File: src/rtl/id_ex_pipe.sv
// ID/EX pipeline register for the EX-stage ALU: load-use hazard detection,
// bubble insertion, branch flush, MEM back-pressure, and saturating perf counters.
module id_ex_pipe #(
    parameter int XLEN   = 32,
    parameter int REG_AW = 5,
    parameter int CNT_W  = 16
) (
    input  logic              clk,
    input  logic              rst_n,
    input  logic              valid_ID,
    input  logic [XLEN-1:0]   PC_ID,
    input  logic [XLEN-1:0]   busA_ID,
    input  logic [XLEN-1:0]   busB_ID,
    input  logic [XLEN-1:0]   imm_ID,
    input  logic [3:0]        ALUctr_ID,
    input  logic              ALUASrc_ID,
    input  logic [1:0]        ALUBSrc_ID,
    input  logic [REG_AW-1:0] rs1_ID,
    input  logic [REG_AW-1:0] rs2_ID,
    input  logic [REG_AW-1:0] rd_ID,
    input  logic              use_rs1_ID,
    input  logic              use_rs2_ID,
    input  logic              RegWr_ID,
    input  logic              MemRd_ID,
    input  logic              MemWr_ID,
    input  logic              MemtoReg_ID,
    input  logic              stall_ext,
    input  logic              flush_EX,
    output logic              valid_EX,
    output logic [XLEN-1:0]   PC_EX,
    output logic [XLEN-1:0]   busA_EX,
    output logic [XLEN-1:0]   busB_EX,
    output logic [XLEN-1:0]   imm_EX,
    output logic [3:0]        ALUctr_EX,
    output logic              ALUASrc_EX,
    output logic [1:0]        ALUBSrc_EX,
    output logic [REG_AW-1:0] rs1_EX,
    output logic [REG_AW-1:0] rs2_EX,
    output logic [REG_AW-1:0] rd_EX,
    output logic              RegWr_EX,
    output logic              MemRd_EX,
    output logic              MemWr_EX,
    output logic              MemtoReg_EX,
    output logic              stall_IF_ID,
    output logic [CNT_W-1:0]  bubble_cnt,
    output logic [CNT_W-1:0]  flush_cnt
);

    typedef struct packed {
        logic              valid;
        logic [XLEN-1:0]   pc;
        logic [XLEN-1:0]   busa;
        logic [XLEN-1:0]   busb;
        logic [XLEN-1:0]   imm;
        logic [3:0]        aluctr;
        logic              alu_asrc;
        logic [1:0]        alu_bsrc;
        logic [REG_AW-1:0] rs1;
        logic [REG_AW-1:0] rs2;
        logic [REG_AW-1:0] rd;
        logic              regwr;
        logic              memrd;
        logic              memwr;
        logic              memtoreg;
    } ex_t;

    ex_t              ex_q, ex_d, id_s;
    logic [CNT_W-1:0] bubble_cnt_q, bubble_cnt_d;
    logic [CNT_W-1:0] flush_cnt_q, flush_cnt_d;
    logic             load_use;

    assign id_s = '{valid: valid_ID, pc: PC_ID, busa: busA_ID, busb: busB_ID,
                    imm: imm_ID, aluctr: ALUctr_ID, alu_asrc: ALUASrc_ID,
                    alu_bsrc: ALUBSrc_ID, rs1: rs1_ID, rs2: rs2_ID, rd: rd_ID,
                    regwr: RegWr_ID, memrd: MemRd_ID, memwr: MemWr_ID,
                    memtoreg: MemtoReg_ID};

    // A load writing x0 produces nothing to wait for.
    assign load_use = valid_ID & ex_q.valid & ex_q.memrd & (ex_q.rd != '0) &
                      ((use_rs1_ID & (rs1_ID == ex_q.rd)) |
                       (use_rs2_ID & (rs2_ID == ex_q.rd)));

    assign stall_IF_ID = ~flush_EX & (stall_ext | load_use);

    always_comb begin
        ex_d         = ex_q;
        bubble_cnt_d = bubble_cnt_q;
        flush_cnt_d  = flush_cnt_q;
        if (flush_EX) begin
            ex_d = '0;
            if (flush_cnt_q != '1) flush_cnt_d = flush_cnt_q + CNT_W'(1);
        end else if (stall_ext) begin
            ex_d = ex_q;
        end else if (load_use) begin
            ex_d = '0;
            if (bubble_cnt_q != '1) bubble_cnt_d = bubble_cnt_q + CNT_W'(1);
        end else begin
            ex_d = id_s;
        end
    end

    always_ff @(posedge clk or negedge rst_n) begin
        if (!rst_n) begin
            ex_q         <= '0;
            bubble_cnt_q <= '0;
            flush_cnt_q  <= '0;
        end else begin
            ex_q         <= ex_d;
            bubble_cnt_q <= bubble_cnt_d;
            flush_cnt_q  <= flush_cnt_d;
        end
    end

    assign valid_EX    = ex_q.valid;
    assign PC_EX       = ex_q.pc;
    assign busA_EX     = ex_q.busa;
    assign busB_EX     = ex_q.busb;
    assign imm_EX      = ex_q.imm;
    assign ALUctr_EX   = ex_q.aluctr;
    assign ALUASrc_EX  = ex_q.alu_asrc;
    assign ALUBSrc_EX  = ex_q.alu_bsrc;
    assign rs1_EX      = ex_q.rs1;
    assign rs2_EX      = ex_q.rs2;
    assign rd_EX       = ex_q.rd;
    assign RegWr_EX    = ex_q.regwr;
    assign MemRd_EX    = ex_q.memrd;
    assign MemWr_EX    = ex_q.memwr;
    assign MemtoReg_EX = ex_q.memtoreg;
    assign bubble_cnt  = bubble_cnt_q;
    assign flush_cnt   = flush_cnt_q;

endmodule

File: config.mk
export PLATFORM = sky130hd
export DESIGN_NAME = id_ex_pipe
export DESIGN_NICKNAME = d
export VERILOG_FILES = /design/src/rtl/id_ex_pipe.sv
export SDC_FILE = /design/constraint.sdc
export NUM_CORES = 1
export LEC_CHECK = 0
export ABC_CLOCK_PERIOD_IN_PS = 2500
export CORE_ASPECT_RATIO = 0.75
export CORE_UTILIZATION = 43
export DETAILED_ROUTE_END_ITERATION = 6
export GPL_TIMING_DRIVEN = 0
export PLACE_DENSITY_LB_ADDON = 0.3
export SYNTH_ARGS = -nofsm -noshare
export SYNTH_HDL_FRONTEND = slang
export SYNTH_SLANG_ARGS = --single-unit
File: constraint.sdc
create_clock -name clk -period 2.5 [get_ports clk]
set_input_delay 0.5 -clock clk [delete_from_list [all_inputs] [get_ports clk]]
set_output_delay 0.5 -clock clk [all_outputs]
set_load 0.01 [all_outputs]
==> results.json, run 1 <==
{
  "hp-class": "input port to asynchronous set/reset pin",
  "initial_core_util_pct": 44.5,
  "vias_per_cell": 5.55,
  "place_hpwl_um": 19300,
  "final_cells": 1328,
  "rsz0062_at_grt": "true",
  "wl_per_cell_um": 20.0,
  "peakVddDrop_mv": 0.354,
  "status": "complete, no violations",
  "cts_buffers": 17,
  "gp_congestion": 0.863,
  "worstSkewPairLatency_ps": 430,
  "ctsHtreeMaxLevel": 4,
  "die_y_um": 122,
  "async_flop_share_pct": 100,
  "finalNetCount": 1230,
  "drtIter0Drc": 644,
  "cp-end-kind": "output port",
  "crit_chain": "or4_4 -> o2111ai_4 -> nand2b_4 -> a21oi_2 -> buf_4",
  "tightest_slew_ps": 832,
  "syn-num-nets": 855,
  "r2r_start": "rd_EX[1]$_DFFE_PN0P_",
  "gr-usage-met1_pct": 37.1,
  "postSynthAreaPerCell_um2": 12.0,
  "synth.distinct_cells": 34,
  "syn-cell-area_mm2": 0.00832,
  "critPathKind": "register to output port",
  "met2_usage_pct": 41.8,
  "drc_errors": 0,
  "max_stage_delay_ps": 560,
  "power.total_mw": 7.37,
  "portBuffers": 346,
  "vias": 7371,
  "critPathLaunchType": "register",
  "critical_path.top_delay_family": "simple AND/OR/NAND/NOR gates",
  "fin_tns_setup_ps": 0,
  "final_util_pct": 68.5,
  "clock_skew_ps": 17.7,
  "cts_hold_buf": 0,
  "coreArea_mm2": 0.0187,
  "crit_path_top_delay_cell": "or4_4",
  "track_usage_pct": 26.6,
  "synthFlopType": "dfrtp_1",
  "cts_tree": "built",
  "final_cell_mix": "clkdlybuf4s50_1 (344), dfrtp_1 (184), and3_1 (163), a22o_1 (148), clkbuf_1 (51)",
  "slew-limit-headroom_pct": 44.6,
  "synth_edf_count": 0,
  "areaGrowthSynthToFinish_pct": 54.0,
  "power_density_mw_per_mm2": 575,
  "drive_gt1_share_pct": 6.85,
  "rows": 43,
  "yosysSeqAreaShare_pct": 56.2,
  "overflow": 0,
  "top_usage_layer": "met2",
  "fill_cells": 1395,
  "finalCriticalPeriod_ps": 2490,
  "place_inst": 1286,
  "cts-root-buf": "clkbuf_16",
  "clk_path_buf_depth": 2,
  "cp_max_fo": 3,
  "ff_latch_area_mm2": 0.00468,
  "use_met3_pct": 5.75,
  "design_area_mm2": 0.0128,
  "grt_pass1_vias": 7137,
  "setup_viol": 0,
  "dieWidth_um": 163,
  "cp.arrival_ps": 1990,
  "grt_pass1_wl_um": 40600,
  "grt_max_degree": 101,
  "reg2reg_depth": 8,
  "postRouteAntennaNets": 0,
  "wirelength_um": 26600,
  "first_pass_iters": 5,
  "critPathBufInv": 1,
  "yosysWarnings": 0,
  "layout_commonest_cell": "clkdlybuf4s50_1",
  "dpl-instance-area_mm2": 0.0121,
  "crit_cells": 5,
  "dieArea_mm2": 0.0199,
  "r2r_slack_ps": 310,
  "fmax_ghz": 0.402,
  "hold_violations": 0,
  "cp.required_ps": 2000,
  "maxCapViolations": 0,
  "cts_sinks": 187,
  "io_pins": 349,
  "slew_violations": 0,
  "clk_pin_slew_ps": 70,
  "timing.final.crit_share_pct": 99.4,
  "p_leak_nw": 6.03,
  "regToRegEndpoint": "imm_EX[1]$_DFFE_PN0P_",
  "antenna_found_initial": 1,
  "multiInputGateArea_mm2": 0.00320,
  "syn_inst": 692,
  "ys_ff_latch": 187
}
-- sequential cells by signal, summed over array words and instances, names as in the netlist --
register	cells
rd_EX	5
imm_EX	32
busB_EX	32
rs1_EX	5
MemWr_EX	1
busA_EX	32
RegWr_EX	1
bubble_cnt	16
PC_EX	32
valid_EX	1
ALUctr_EX	4
ALUASrc_EX	1
ALUBSrc_EX	2
MemtoReg_EX	1
flush_cnt	16
rs2_EX	5
MemRd_EX	1
-- routing by layer --
layer,wire length (um),up-vias
li1,-,3370
met1,11700,3687
met2,12600,282
met3,1750,32
met4,538,0
met5,0,-
-- layout make-up --
cell class | count | share of cell area, %
flip-flops and latches | 187 | 36.5
repair buffers | 357 | 27.9
multi-input cells | 430 | 25.0
plain buffers | 70 | 3.50
clock buffers | 19 | 3.46
well taps | 247 | 2.41
clock inverters | 13 | 1.04
inverters | 4 | 0.117
diodes | 1 | 0.0195
-- where the power goes --
part | switching, mW | internal (mW) | leakage [nW]
Sequential | 0.167 | 3.22 | 2.49
Combinational | 0.533 | 0.788 | 3.27
Clock | 1.23 | 1.43 | 0.272
-- logic make-up after synthesis --
| group | Yosys count | share of synthesized area, % |
|---|---|---|
| buffers and inverters | 75 | 5.62 |
| flip-flops | 187 | 56.2 |
| multiplexers | 2 | 0.271 |
| AO/OA/AOI/OAI | 161 | 17.1 |
| XOR/XNOR | 40 | 4.21 |
| AND/OR/NAND/NOR | 225 | 16.3 |
| adder cells (fa/ha/maj) | 2 | 0.301 |
-- cell usage after synthesis, drive strengths merged, types with 2 or more instances --
| cell type | count | area share, % |
|---|---|---|
| a32o | 7 | 0.84 |
| and3 | 163 | 12 |
| mux2 | 2 | 0.27 |
| clkbuf | 51 | 2.3 |
| nor4 | 2 | 0.15 |
| dfrtp | 187 | 56 |
| nor2 | 10 | 0.45 |
| nand3 | 12 | 0.72 |
| and4 | 2 | 0.21 |
| xor2 | 4 | 0.42 |
| ha | 2 | 0.30 |
| buf | 20 | 3.1 |
| a22o | 148 | 16 |
| o2111ai | 2 | 0.29 |
| nand4b | 2 | 0.21 |
| inv | 3 | 0.14 |
| nand2 | 13 | 0.59 |
| xnor2 | 36 | 3.8 |
| nand4 | 15 | 1.1 |
-- worst max-delay path by stage --
stage	slack, ps	to	startpoint
after floorplan	330	stall_IF_ID	rd_EX[1]$_DFFE_PN0P_
after global placement	-6820	PC_EX[0]$_DFFE_PN0P_	rst_n
after detailed placement	-830	stall_IF_ID	rs1_ID[4]
after CTS	-30	stall_IF_ID	rd_EX[2]$_DFFE_PN0P_
after global routing	-60	stall_IF_ID	rd_EX[2]$_DFFE_PN0P_
final	10	stall_IF_ID	rd_EX[1]$_DFFE_PN0P_
-- metrics by stage --
stage / hold WS, ps / worst slack, ps
finish: 45.0 / 13.9
global route: 115 / -62.7
CTS: 87.2 / -29.1
detailed placement: 490 / -831
global placement: 483 / -6820
floorplan: 204 / 329
-- repair_timing --
item                                   CTS  global route
setup endpoints to repair                1             1
endpoints found under the hold margin    0             0
setup buffers                            7             3
pin swaps                                2             1
resized for setup                       12             1
No activity file was read; power rests on OpenSTA's default activity.
==> inputs of run 2 (changes only) <==
==> constraint.sdc (replaced) <==
create_clock -name clk -period 2.5 [get_ports clk]
set_input_delay 0.25 -clock clk [delete_from_list [all_inputs] [get_ports clk]]
set_output_delay 0.25 -clock clk [all_outputs]
set_load 0.01 [all_outputs]
==> run 2 against run 1 <==
- global-route usage shrank 0.077 points
- final cell count shrank 0.53%
- via count shrank 0.23%
- routed wire length shrank 0.14%
- sequential share of layout area grew 0.24 points
- hold slack gained 180 ps
- final area shrank 0.67%
- flip-flop and latch count is the same
- setup slack gained 170 ps
- first-iteration DRC count shrank 1.1%
- critical path type unchanged
- core utilization shrank 0.46 points
- critical endpoint unchanged
- count of clock-buffer cells in the layout is the same
==> results.json, run 2 (synthesis results as in run 1) <==
{
  "clk_pin_slew_ps": 60,
  "dpl-instance-area_mm2": 0.0121,
  "ff_latch_area_mm2": 0.00468,
  "fin_tns_setup_ps": 0,
  "wirelength_um": 26500,
  "vias": 7354,
  "track_usage_pct": 26.5,
  "worstSkewPairLatency_ps": 430,
  "clk_path_buf_depth": 2,
  "hp-start": "flush_EX",
  "cts_buffers": 17,
  "slew-limit-headroom_pct": 45.5,
  "p_comb_share_pct": 17.7,
  "finalNetCount": 1223,
  "overflow": 0,
  "place_inst": 1286,
  "areaGrowthSynthToFinish_pct": 53.0,
  "power_frac_seq_pct": 46.0,
  "grt_pass1_vias": 7120,
  "internal-power_mw": 5.43,
  "startpoint": "rd_EX[1]$_DFFE_PN0P_",
  "multiInputGateArea_mm2": 0.00318,
  "whs_ps": 228,
  "peakVddDrop_mv": 0.356,
  "final_cell_mix": "clkdlybuf4s50_1 (344), dfrtp_1 (185), and3_1 (163), a22o_1 (148), clkbuf_1 (52)",
  "dieWidth_um": 163,
  "final_util_pct": 68.0,
  "setup_viol": 0,
  "switching_share_pct": 26.3,
  "power.total_mw": 7.36,
  "initial_core_util_pct": 44.5,
  "io_pins": 349,
  "hp-class": "input port to register",
  "cts-root-buf": "clkbuf_16",
  "grt_pass1_wl_um": 40500,
  "tightest_slew_ps": 817,
  "maxCapViolations": 0,
  "cts_sinks": 187,
  "crit_chain": "or4_1 -> o2111ai_2 -> nand2b_4 -> a21oi_1 -> clkbuf_2",
  "drive_gt1_share_pct": 5.78,
  "crit_path_top_delay_cell": "or4_1",
  "finalCriticalPeriod_ps": 2320,
  "whs_path_depth": 3,
  "slew_violations": 0,
  "r2r_start": "rd_EX[1]$_DFFE_PN0P_",
  "p_leak_nw": 5.99,
  "drtIter0Drc": 637,
  "dieArea_mm2": 0.0199,
  "hold_violations": 0,
  "drc_errors": 0,
  "cp.required_ps": 2250,
  "grt_max_degree": 101,
  "wl_per_cell_um": 20.1,
  "final_cells": 1321,
  "max_stage_delay_ps": 570,
  "first_pass_iters": 5,
  "fmax_ghz": 0.431,
  "fill_cells": 1403,
  "cp_max_fo": 5,
  "coreArea_mm2": 0.0187,
  "power_density_mw_per_mm2": 578,
  "pre_cts_slack_ps": -331,
  "gp_congestion": 0.863,
  "ctsHtreeMaxLevel": 4,
  "p_sw_mw": 1.93,
  "cp.arrival_ps": 2070,
  "portBuffers": 346,
  "setup_ws_ps": 180,
  "die_y_um": 122,
  "vias_per_cell": 5.57,
  "p_clk_share_pct": 36.2,
  "timing.final.crit_share_pct": 92.8,
  "critPathLaunchType": "register",
  "cp-end-kind": "output port",
  "layout_commonest_cell": "clkdlybuf4s50_1",
  "antenna_found_initial": 1,
  "clock_skew_ps": 16.4,
  "rows": 43,
  "reg2reg_depth": 7,
  "cts_tree": "built",
  "place_hpwl_um": 19300,
  "status": "complete, no violations",
  "postRouteAntennaNets": 0,
  "rsz0062_at_grt": "false",
  "design_area_mm2": 0.0127,
  "critPathKind": "register to output port"
}
run 2: critical path, delay by kind of cell, from the launching register on:
family | cells | cell delay (ps)
AND/OR/NAND/NOR | 2 | 740
buffers and inverters | 1 | 160
flip-flops | 1 | 450
AO/OA/AOI/OAI | 2 | 310
run 2: cell type report:
type                    instances  area share (%)
clock inverters                13            1.05
inverters                       4           0.118
multi-input cells             430            25.0
plain buffers                  70            3.52
well taps                     247            2.43
diodes                          1          0.0197
repair buffers                350            27.6
flip-flops and latches        187            36.8
clock buffers                  19            3.48
run 2: power by group through the flow:
| stage | registers, mW | logic, mW | clock network (mW) |
|---|---|---|---|
| detailed placement | 3.44 | 1.31 | 0 |
| global placement | 3.43 | 1.28 | 0 |
| finish | 3.39 | 1.31 | 2.67 |
| floorplan | 3.51 | 0.381 | 0 |
| CTS | 3.39 | 1.32 | 2.71 |
| global route | 3.41 | 1.41 | 2.84 |
run 2: path summary, 6_finish.rpt:
| path | endpoint | slack [ps] |
|---|---|---|
| min in group asynchronous | busB_EX[16]$_DFFE_PN0P_ | 430 |
| max in group asynchronous | flush_cnt[9]$_DFFE_PN0P_ | 1130 |
| worst max-delay path | stall_IF_ID | 180 |
| worst min-delay path | flush_cnt[6]$_DFFE_PN0P_ | 230 |
| worst max register to register | imm_EX[31]$_DFFE_PN0P_ | 320 |
| worst min register to register | flush_cnt[5]$_DFFE_PN0P_ | 500 |
run 2: routing by layer:
layer  wire [um]  global-route usage [%]  vias to the layer above
li1            -                       -                     3357
met2       12500                    41.7                      286
met4         548                    7.65                        0
met5           0                       0                        -
met1       11700                    36.9                     3679
met3        1820                    5.88                       32
run 2: timing repair:
| action | CTS | global route |
|---|---|---|
| endpoints found under the setup margin | 1 | 1 |
| hold endpoints to repair | 87 | 0 |
| pin swaps | 1 | 0 |
| hold buffers | 1 | 0 |
| setup buffers | 2 | 0 |
| resized for setup | 5 | 1 |
